[config.mk]
export PLATFORM = sky130hd
export DESIGN_NAME = dsp_result_drain
export DESIGN_NICKNAME = d
export VERILOG_FILES = /design/src/rtl/dsp_result_drain.sv
export SDC_FILE = /design/constraint.sdc
export NUM_CORES = 1
export LEC_CHECK = 0
export CAP_MARGIN = 5
export CORE_MARGIN = 2
export CORE_UTILIZATION = 28
export DETAILED_ROUTE_END_ITERATION = 7
export PLACE_DENSITY = 0.48
export SLEW_MARGIN = 5
export SYNTH_ARGS = -nofsm -noshare
export SYNTH_HDL_FRONTEND = slang
export SYNTH_SLANG_ARGS = --single-unit
[constraint.sdc]
create_clock -name clk -period 7.8 [get_ports clk]
set_clock_uncertainty 0.15 [all_clocks]
set_input_delay 1.17 -clock clk [delete_from_list [all_inputs] [get_ports clk]]
set_output_delay 1.17 -clock clk [all_outputs]
set_load 0.005 [all_outputs]
[src/rtl/dsp_result_drain.sv]
// Result drain for a pipelined pre-add/mult-add DSP stage: tracks valid slots,
// rounds/saturates P, buffers results in a FIFO and stalls the DSP via ce.
module dsp_result_drain #(
    parameter int SIZEIN = 16,
    parameter int OUT_W  = 16,
    parameter int SHIFT  = 8,
    parameter int LAT    = 4,
    parameter int DEPTH  = 8
) (
    input  logic                       clk,
    input  logic                       rst_n,
    input  logic                       in_valid,
    output logic                       in_ready,
    output logic                       dsp_ce,
    input  logic [2*SIZEIN:0]          dsp_p,
    output logic                       out_valid,
    input  logic                       out_ready,
    output logic [OUT_W-1:0]           out_data,
    output logic                       out_sat,
    output logic [$clog2(DEPTH):0]     level,
    output logic [15:0]                sat_count
);

    localparam int PW = 2*SIZEIN + 1;
    localparam int EW = PW + 1;
    localparam int AW = $clog2(DEPTH);
    localparam int LW = AW + 1;

    localparam logic [LW-1:0]        DEPTH_L = LW'(DEPTH);
    localparam logic signed [EW-1:0] RND     = (SHIFT > 0) ? (EW'(1) << ((SHIFT > 0) ? SHIFT - 1 : 0)) : '0;
    localparam logic signed [EW-1:0] SAT_MAX = {{(EW-OUT_W+1){1'b0}}, {(OUT_W-1){1'b1}}};
    localparam logic signed [EW-1:0] SAT_MIN = {{(EW-OUT_W+1){1'b1}}, {(OUT_W-1){1'b0}}};

    // Round-half-up shift then clamp; returns {sat, data}. One guard bit keeps the
    // rounding add from overflowing at the positive extreme.
    function automatic logic [OUT_W:0] conv_f(input logic [PW-1:0] p);
        logic signed [EW-1:0] ext;
        logic signed [EW-1:0] r;
        ext = {p[PW-1], p};
        r   = (ext + RND) >>> SHIFT;
        if (r > SAT_MAX) begin
            conv_f = {1'b1, 1'b0, {(OUT_W-1){1'b1}}};
        end else if (r < SAT_MIN) begin
            conv_f = {1'b1, 1'b1, {(OUT_W-1){1'b0}}};
        end else begin
            conv_f = {1'b0, r[OUT_W-1:0]};
        end
    endfunction

    logic [LAT-1:0]   vpipe_r;
    logic [AW-1:0]    wr_ptr_r;
    logic [AW-1:0]    rd_ptr_r;
    logic [LW-1:0]    level_r;
    logic [15:0]      sat_count_r;
    logic [OUT_W-1:0] data_mem_r [DEPTH];
    logic             sat_mem_r  [DEPTH];

    logic             pop_s;
    logic             push_s;
    logic             ce_s;
    logic [OUT_W:0]   conv_s;

    // Handshake and stall decode; a pop frees a slot in the same cycle so a full
    // FIFO can still accept the result sitting at the DSP output.
    always_comb begin
        pop_s  = 1'b0;
        ce_s   = 1'b1;
        push_s = 1'b0;
        conv_s = conv_f(dsp_p);
        if (level_r != '0) begin
            pop_s = out_ready;
        end else begin
            pop_s = 1'b0;
        end
        ce_s   = ~vpipe_r[LAT-1] | (level_r < DEPTH_L) | pop_s;
        push_s = ce_s & vpipe_r[LAT-1];
    end

    // Output view of the FIFO head and status.
    always_comb begin
        dsp_ce    = ce_s;
        in_ready  = ce_s;
        out_valid = (level_r != '0);
        out_data  = data_mem_r[rd_ptr_r];
        out_sat   = sat_mem_r[rd_ptr_r];
        level     = level_r;
        sat_count = sat_count_r;
    end

    // Valid-slot shadow of the DSP pipeline; frozen together with the DSP.
    always_ff @(posedge clk or negedge rst_n) begin
        if (!rst_n) begin
            vpipe_r <= '0;
        end else if (ce_s) begin
            vpipe_r <= (vpipe_r << 1) | LAT'(in_valid);
        end else begin
            vpipe_r <= vpipe_r;
        end
    end

    // FIFO storage; cleared on reset so the head reads zero when empty.
    always_ff @(posedge clk or negedge rst_n) begin
        if (!rst_n) begin
            for (int i = 0; i < DEPTH; i++) begin
                data_mem_r[i] <= '0;
                sat_mem_r[i]  <= 1'b0;
            end
        end else if (push_s) begin
            data_mem_r[wr_ptr_r] <= conv_s[OUT_W-1:0];
            sat_mem_r[wr_ptr_r]  <= conv_s[OUT_W];
        end else begin
            data_mem_r[wr_ptr_r] <= data_mem_r[wr_ptr_r];
            sat_mem_r[wr_ptr_r]  <= sat_mem_r[wr_ptr_r];
        end
    end

    // FIFO pointers and occupancy.
    always_ff @(posedge clk or negedge rst_n) begin
        if (!rst_n) begin
            wr_ptr_r <= '0;
            rd_ptr_r <= '0;
            level_r  <= '0;
        end else begin
            if (push_s) begin
                wr_ptr_r <= wr_ptr_r + AW'(1);
            end else begin
                wr_ptr_r <= wr_ptr_r;
            end
            if (pop_s) begin
                rd_ptr_r <= rd_ptr_r + AW'(1);
            end else begin
                rd_ptr_r <= rd_ptr_r;
            end
            case ({push_s, pop_s})
                2'b10:   level_r <= level_r + LW'(1);
                2'b01:   level_r <= level_r - LW'(1);
                default: level_r <= level_r;
            endcase
        end
    end

    // Saturation event counter, sticky at all-ones.
    always_ff @(posedge clk or negedge rst_n) begin
        if (!rst_n) begin
            sat_count_r <= '0;
        end else if (push_s && conv_s[OUT_W] && (sat_count_r != 16'hFFFF)) begin
            sat_count_r <= sat_count_r + 16'd1;
        end else begin
            sat_count_r <= sat_count_r;
        end
    end

endmodule
==> metrics.md, run 1 <==
| Metric | Value |
|---|---|
| HPWL after detailed placement | `between 15 and 20 mm` |
| Met2 layer wire length in the routed design | `13.17 mm` |
| Synth Register Bits | `between 150 and 200` |
| Data arrival time of the critical path | `between 4000 and 5000 ps` |
| Unrepaired setup endpoints after global routing | `false` |
| Met1 routed wirelength after detailed routing | `13.18 mm` |
| Standard cell area after detailed placement | `approximately 10000 sq um` |
| Source of the worst hold timing path | `vpipe_r[2]$_DFFE_PN0N_` |
| Seq/Total Area, Yosys | `0.4452` |
| Power Density | `466.9 nW/um^2` |
| Hold Path Sink | `vpipe_r[3]$_DFFE_PN0N_` |
| Hold path depth | `1` |
| Sum of met3 wire segment lengths after detailed routing | `about 1.2 mm` |
| Hold WC Path Type | `flip-flop to flip-flop` |
| Combined flip-flop and latch cell area | `between 4000 and 5000 sq um` |
| Ratio of routed vias to standard cells | `between 5 and 6` |
| Worst hold-check slack | `a little over 300 ps` |
| Initial antenna violation count | `0` |
| Maximum clock rate | `~0.21 GHz` |
| Length in cells of the worst reg-to-reg path | `11` |
| Hold Vio Cnt, Final | `0` |
| Htree depth | `4` |
| Post-cts repair resize count | `0` |
| Buffers on Ports | `a little under 70` |
| Drt first-iter violations | `about 560` |
| Number of rows in the core area | `66` |
| Clock transition at path regs | `around 70 ps` |
| Floorplan die width | `186.5 um` |
| Final ANT Viol Nets | `0` |
| CTS sink cnt | `roughly 170` |
| CTS tree | `built` |
| Final Instance Area | `11060 sq um` |
| Ratio of final minimum period to clock period | `0.5993` |
| Critical R2R Capture | `level[3]$_DFFE_PN0P_` |
| Largest net degree at the start of global routing | `~60` |
| Final TNS setup | `0 ps` |
| Biggest area consumer among synthesized cells | `sky130_fd_sc_hd__dfrtp_1` |
| Number of fill cells | `~3300` |
| Synthesized netlist cell count | `890` |
| Setup crit start kind | `primary input` |
| Drt first pass iters | `4` |
| Yosys Warn Count | `0` |
| Signed area change from the synthesized netlist to the final layout | `18.49%` |
| Top routing layer in use | `met4` |
| Final-report max-slew violation count | `0` |
| Mapped cell area | `9330 sq um` |
| Die height | `186.5 um` |
| Cts bufs inserted | `17` |
| Ports placed on the boundary | `77` |
| Most used flip-flop cell after synthesis | `sky130_fd_sc_hd__dfrtp_1` |
| Maximum buffer depth of the clock tree | `2` |
| Initial core utilization | `0.2853` |
| Leakage dissipation | `0.004392 uW` |
| Routed Wire Length | `around 28 mm` |
| Final core utilization | `0.3381` |
| Total Die Area | `~35000 sq um` |
| Core region area | `between 30000 and 40000 sq um` |
| Number of max-capacitance violations reported | `0` |
| Antenna diode count | `0` |
| Actual slew at the worst max-slew pin | `1213 ps` |
| # DRC | `0` |
| Fraction of layout cells with a size suffix above 1 | `0.1862` |
| Area share of the leading cell type in the synthesized netlist | `0.4452` |
| Register-to-register setup slack | `4670 ps` |
| Result of the run | `complete, no violations` |
| Total global routing overflow | `0` |
| Sort of element at the end of the critical path | `flip-flop` |
| Global routing usage summed across all routing layers | `0.1636` |
| Worst VDD drop | `about 0.23 mV` |
| Detailed-route wire length per cell | `roughly 20 um` |
| First-pass GRT wire length | `~44 mm` |
| Number of unique standard cell types used by synthesis | `60` |
| Worst slew margin relative to its limit | `0.1912` |
| Clock insertion delay at the later pin of the skew report | `between 400 and 500 ps` |
| DR vias | `a little over 7000` |
| Via count of the first global-routing pass | `approximately 7200` |
| Post-synth ARST share | `1.000` |
| Buffers inserted by post-CTS timing repair | `0` |
| Critical Setup Path Class | `primary input to flip-flop` |
| Net count after synthesis | `a little over 900` |
| Maximum fanout count along the critical path | `16` |
| Number of enable-type register cells in the synthesized netlist | `0` |
| Global placer's final weighted congestion | `between 0.7 and 0.8` |
| Overall Power | `a little over 5000 uW` |
| Beginning of the worst register-to-register path | `level[3]$_DFFE_PN0P_` |
| Worst Path Required | `slightly below 8000 ps` |
| Number of nets in the layout | `approximately 970` |
| Multi-input combinational cell area | `4881 sq um` |
| Clock period minus worst slack | `around 4700 ps` |
| Clock tree root buffer cell | `sky130_fd_sc_hd__clkbuf_16` |
| Total setup violations reported at the end of the flow | `0` |
| Mean cell area of the mapped netlist | `between 10 and 15 sq um` |
| Biggest area contributors in the synthesized netlist | `sky130_fd_sc_hd__dfrtp_1 (45%), sky130_fd_sc_hd__mux4_2 (8.2%), sky130_fd_sc_hd__nand2_1 (6.2%)` |
| CTS Hold Buffers Added | `0` |
## where the power goes
part           switching [uW]  internal, uW
sequential                366          1290
combinational            1420          1180
clock                     350           550
## kinds of logic after synthesis
logic type / share of synthesized area
and+or+nand+nor: 0.1474
buffers and inverters: 0.03339
muxes: 0.1132
adders and majority gates: 0.01153
DFF: 0.4452
AOI/OAI and AO/OA: 0.2136
xor gates and xnor gates: 0.03567
## cell usage after synthesis (all sizes together), types with 2 or more instances
library cell,n
and3,7
nor3b,3
nand4bb,2
buf,15
or2,2
clkbuf,52
a211oi,3
nor2,12
a21oi,28
and4,2
dfrtp,166
or3b,2
nand2,154
a221oi,18
xnor2,18
a2111oi,2
xor2,20
nor3,8
or3,6
and2,3
inv,7
nand2b,3
a22oi,40
ha,7
o21ai,143
nand3,25
a22o,11
nand3b,4
mux4,34
o31ai,16
nor4,2
mux2i,2
and3b,2
or4,6
o311ai,2
mux2,24
nand4,32
## state kept, by name, summed over array words and instances, names as in the netlist
register and cells:
sat_count 16, data_mem_r 128, sat_mem_r 8, level 4
vpipe_r 4, rd_ptr_r 3, wr_ptr_r 3
## cells in the final DEF, fill, tap and decap left out, types with 7 or more instances in the layout
master	n
sky130_fd_sc_hd__xnor2_1	18
sky130_fd_sc_hd__buf_4	18
sky130_fd_sc_hd__o21ai_0	93
sky130_fd_sc_hd__xor2_1	20
sky130_fd_sc_hd__a21oi_2	10
sky130_fd_sc_hd__mux2_2	24
sky130_fd_sc_hd__a221oi_1	18
sky130_fd_sc_hd__a21oi_1	18
sky130_fd_sc_hd__o31ai_4	10
sky130_fd_sc_hd__nand4_1	29
sky130_fd_sc_hd__a22oi_1	40
sky130_fd_sc_hd__nand2_1	153
sky130_fd_sc_hd__nand3_1	25
sky130_fd_sc_hd__o21ai_2	16
sky130_fd_sc_hd__nor2_1	12
sky130_fd_sc_hd__clkbuf_16	17
sky130_fd_sc_hd__clkdlybuf4s50_1	68
sky130_fd_sc_hd__a22o_1	11
sky130_fd_sc_hd__mux4_2	34
sky130_fd_sc_hd__o21ai_1	34
sky130_fd_sc_hd__ha_1	7
sky130_fd_sc_hd__dfrtp_1	165
## worst max path at each step
stage / start / to / slack (ps) / depth (start not counted)
global placement: dsp_p[9] / sat_mem_r[1]$_DFFE_PN0P_ / 2720 / 9
detailed placement: dsp_p[9] / sat_mem_r[7]$_DFFE_PN0P_ / 2650 / 9
floorplan: dsp_p[24] / sat_count[1]$_DFFE_PN0P_ / 4110 / 8
CTS: dsp_p[9] / sat_mem_r[7]$_DFFE_PN0P_ / 3110 / 9
finish: dsp_p[9] / sat_mem_r[5]$_DFFE_PN0P_ / 3130 / 9
global route: dsp_p[9] / sat_mem_r[7]$_DFFE_PN0P_ / 2860 / 9
## cell type report
cell class              count  area share
well taps                 442     0.05002
clock inverters             8     0.01347
multi-input cells         650      0.4415
clock buffers              22     0.04199
flip-flops and latches    166      0.3758
inverters                   7    0.002377
repair buffers             87     0.07481
## worst max-delay path, stage by stage
cell and delay (ps):
sky130_fd_sc_hd__clkdlybuf4s50_1 540, sky130_fd_sc_hd__nand4_1 380, sky130_fd_sc_hd__or4_1 620, sky130_fd_sc_hd__or3_1 340, sky130_fd_sc_hd__a22oi_1 220, sky130_fd_sc_hd__nand4_2 490, sky130_fd_sc_hd__nand2_2 570, sky130_fd_sc_hd__a31o_2 330
sky130_fd_sc_hd__o21ai_0 100
## metal layers
| metal | up-vias | global-route usage |
|---|---|---|
| met5 | - | 0 |
| met4 | 0 | 0.04304 |
| met3 | 24 | 0.02671 |
| met2 | 172 | 0.2639 |
| met1 | 3576 | 0.2286 |
| li1 | 3402 | - |
## per-stage QoR
step                cells  setup slack [ps]
finish               1382              3126
CTS                  1382              3108
global route         1382              2855
detailed placement   1352              2654
floorplan             890              4108
global placement     1352              2717
(Power assumes the default switching activity.)
==> run 2: changes to the inputs <==
==> constraint.sdc (replaced) <==
create_clock -name clk -period 4.7 [get_ports clk]
set_clock_uncertainty 0.15 [all_clocks]
set_input_delay 0.705 -clock clk [delete_from_list [all_inputs] [get_ports clk]]
set_output_delay 0.705 -clock clk [all_outputs]
set_load 0.005 [all_outputs]
==> metrics.md, run 2 (synthesis results as in run 1) <==
| Metric | Value |
|---|---|
| CTS tree | `built` |
| Htree depth | `4 (unchanged)` |
| Ratio of final minimum period to clock period | `0.8198` |
| Share of power burned in combinational logic | `0.499 (-0.006)` |
| Signed area change from the synthesized netlist to the final layout | `19.58%` |
| Global routing usage summed across all routing layers | `0.1622 (-0.001474)` |
| Timing startpoint of the critical path | `dsp_p[7]` |
| Die height | `186.5 um (unchanged)` |
| Beginning of the worst register-to-register path | `wr_ptr_r[2]$_DFFE_PN0P_` |
| Data arrival time of the critical path | `3990 ps (-800 ps)` |
| Worst slew margin relative to its limit | `0.2526 (+0.06144)` |
| Sequential power share | `0.325 (+0.004)` |
| Hold Vio Cnt, Final | `0 (unchanged)` |
| Most common cell after layout, fill and taps aside | `sky130_fd_sc_hd__dfrtp_1` |
| Maximum cell stage delay along the critical path | `600 ps (-20 ps)` |
| Worst Path Required | `4830 ps (-3080 ps)` |
| Maximum clock rate | `0.2595 GHz` |
| Clock transition at path regs | `70 ps (about the same)` |
| Critical R2R Capture | `sat_mem_r[6]$_DFFE_PN0P_` |
| Leakage dissipation | `0.004444 uW (+1.2%)` |
| Clock insertion delay at the later pin of the skew report | `440 ps (about the same)` |
| Via count of the first global-routing pass | `7162 (-0.87%)` |
| Final core utilization | `0.3412 (+0.003099)` |
| Final ANT Viol Nets | `0 (unchanged)` |
| Clock tree root buffer cell | `sky130_fd_sc_hd__clkbuf_16` |
| Total setup violations reported at the end of the flow | `0 (unchanged)` |
| Register-to-register setup slack | `1860 ps (-2810 ps)` |
| DR vias | `7239 (+0.91%)` |
| Ports placed on the boundary | `77 (unchanged)` |
| CTS Hold Buffers Added | `0 (unchanged)` |
| Core region area | `32700 sq um (unchanged)` |
| Length in cells of the worst reg-to-reg path | `8 (-3)` |
| Commonest cells after routing, fill and taps aside | `sky130_fd_sc_hd__dfrtp_1 (165), sky130_fd_sc_hd__nand2_1 (152), sky130_fd_sc_hd__o21ai_0 (93)` |
| Final TNS setup | `0 ps (unchanged)` |
| Cell internal pwr | `5068 uW (+67%)` |
| Antenna diode count | `0 (unchanged)` |
| Actual slew at the worst max-slew pin | `1121 ps (-92.15 ps)` |
| Slowest-stage cell, CP | `sky130_fd_sc_hd__nor4_2` |
| Fraction of power consumed by the clock network | `0.176 (+0.002)` |
| Post-cts repair resize count | `0 (unchanged)` |
| Critical Setup Path Class | `primary input to flip-flop` |
| Switching power | `3557 uW (+67%)` |
| Initial antenna violation count | `0 (unchanged)` |
| CTS sink cnt | `166 (unchanged)` |
| Cts bufs inserted | `17 (unchanged)` |
| Detailed-route wire length per cell | `19.90 um (-1.8%)` |
| Initial core utilization | `0.2853 (unchanged)` |
| Number of nets in the layout | `983 (+0.92%)` |
| Total Die Area | `34800 sq um (unchanged)` |
| Switching Share | `0.4124 (-0.001216)` |
| Number of rows in the core area | `66 (unchanged)` |
| Setup crit start kind | `primary input` |
| Final Instance Area | `11160 sq um (+0.92%)` |
| First-pass GRT wire length | `43.62 mm (-1.2%)` |
| Fraction of layout cells with a size suffix above 1 | `0.1966 (+0.01046)` |
| Cell chain of the critical path | `clkdlybuf4s50_1 -> ha_1 -> nand3_1 -> nor4_2 -> nand4_1 -> o311ai_1 -> and3_4 -> a41oi_4 -> buf_4 -> o31ai_2 -> o21ai_0` |
| Result of the run | `complete, no violations` |
| Number of max-capacitance violations reported | `0 (unchanged)` |
| Global placer's final weighted congestion | `0.7888 (+4.6%)` |
| Buffers inserted by post-CTS timing repair | `0 (unchanged)` |
| Maximum buffer depth of the clock tree | `2 (unchanged)` |
| Largest register by flop count | `data_mem_r` |
| HPWL after detailed placement | `18.02 mm (+3.3%)` |
| Floorplan die width | `186.5 um (unchanged)` |
| Routed Wire Length | `27.73 mm (-0.99%)` |
| Ratio of routed vias to standard cells | `5.197 (+0.11%)` |
| Total global routing overflow | `0 (unchanged)` |
| Final-report max-slew violation count | `0 (unchanged)` |
| # DRC | `0 (unchanged)` |
| Largest net degree at the start of global routing | `106 (+74%)` |
| Buffers on Ports | `69 (unchanged)` |
| Max FFs per register | `128 (unchanged)` |
| Clock period minus worst slack | `~3900 ps` |
| Maximum fanout count along the critical path | `15 (-1)` |
| Standard cell area after detailed placement | `10520 sq um (+0.78%)` |
| Drt first pass iters | `5 (+1)` |
| Hold WC Path Type | `primary input to asynchronous set/reset pin` |
| Drt first-iter violations | `556 (-0.89%)` |
| Unrepaired setup endpoints after global routing | `false` |
| Worst VDD drop | `0.3085 mV (+33%)` |
| Power Density | `773.1 nW/um^2 (+66%)` |
| Sort of element at the end of the critical path | `flip-flop` |
-- run 2: cell count changes in the layout (fill, tap and decap cells not counted), sizes merged --
cell and delta:
clkbuf -1, inv +1, clkinvlp +2, buf +9
-- run 2: cell type report --
class	instances	area [sq um]
Tap cell	442	553.0
Multi-Input combinational cell	650	4882
Clock inverter	11	172.7
Clock buffer	21	460.4
Timing Repair Buffer	96	907.1
Sequential cell	166	4155
Inverter	7	26.28
Fill cell	3335	21540
-- run 2: worst max-delay path by stage --
| stage | end |
|---|---|
| floorplan | sat_count[1]$_DFFE_PN0P_ |
| global placement | data_mem_r[90]$_DFFE_PN0P_ |
| detailed placement | data_mem_r[42]$_DFFE_PN0P_ |
| CTS | out_data[4] |
| global route | data_mem_r[26]$_DFFE_PN0P_ |
| finish | data_mem_r[105]$_DFFE_PN0P_ |
-- run 2: power groups by stage --
| stage | logic (uW) | registers [uW] | clock network [uW] |
|---|---|---|---|
| after floorplan | 2940 | 2550 | 0 |
| after global placement | 4320 | 2810 | 0 |
| after detailed placement | 4370 | 2820 | 0 |
| after CTS | 4380 | 2800 | 1560 |
| after global routing | 4760 | 2910 | 1630 |
| final | 4310 | 2800 | 1520 |
-- run 2: metrics by stage --
stage	hold WS (ps)	instances	setup WS [ps]	total power, uW
detailed placement	298.6	1361	386.5	7185
finish	190.2	1393	847.1	8625
global placement	288.4	1361	446.5	7127
global route	318.6	1393	607.4	9296
CTS	288.2	1393	802.5	8740
floorplan	259.4	890	1473	5490
-- run 2: worst max-delay path, delay by kind of cell --
family | cells | cell delay, ps
AOI/OAI and AO/OA | 4 | 930
adders and majority gates | 1 | 210
buffers and inverters | 2 | 830
and+or+nand+nor | 4 | 1290
-- run 2: per-layer routing --
| layer | vias up | global-route usage | wire, um |
|---|---|---|---|
| met4 | 0 | 0.05189 | 544 |
| met3 | 31 | 0.03084 | 1395 |
| li1 | 3429 | - | - |
| met1 | 3585 | 0.2300 | 12990 |
| met5 | - | 0 | 0 |
| met2 | 194 | 0.2497 | 12800 |
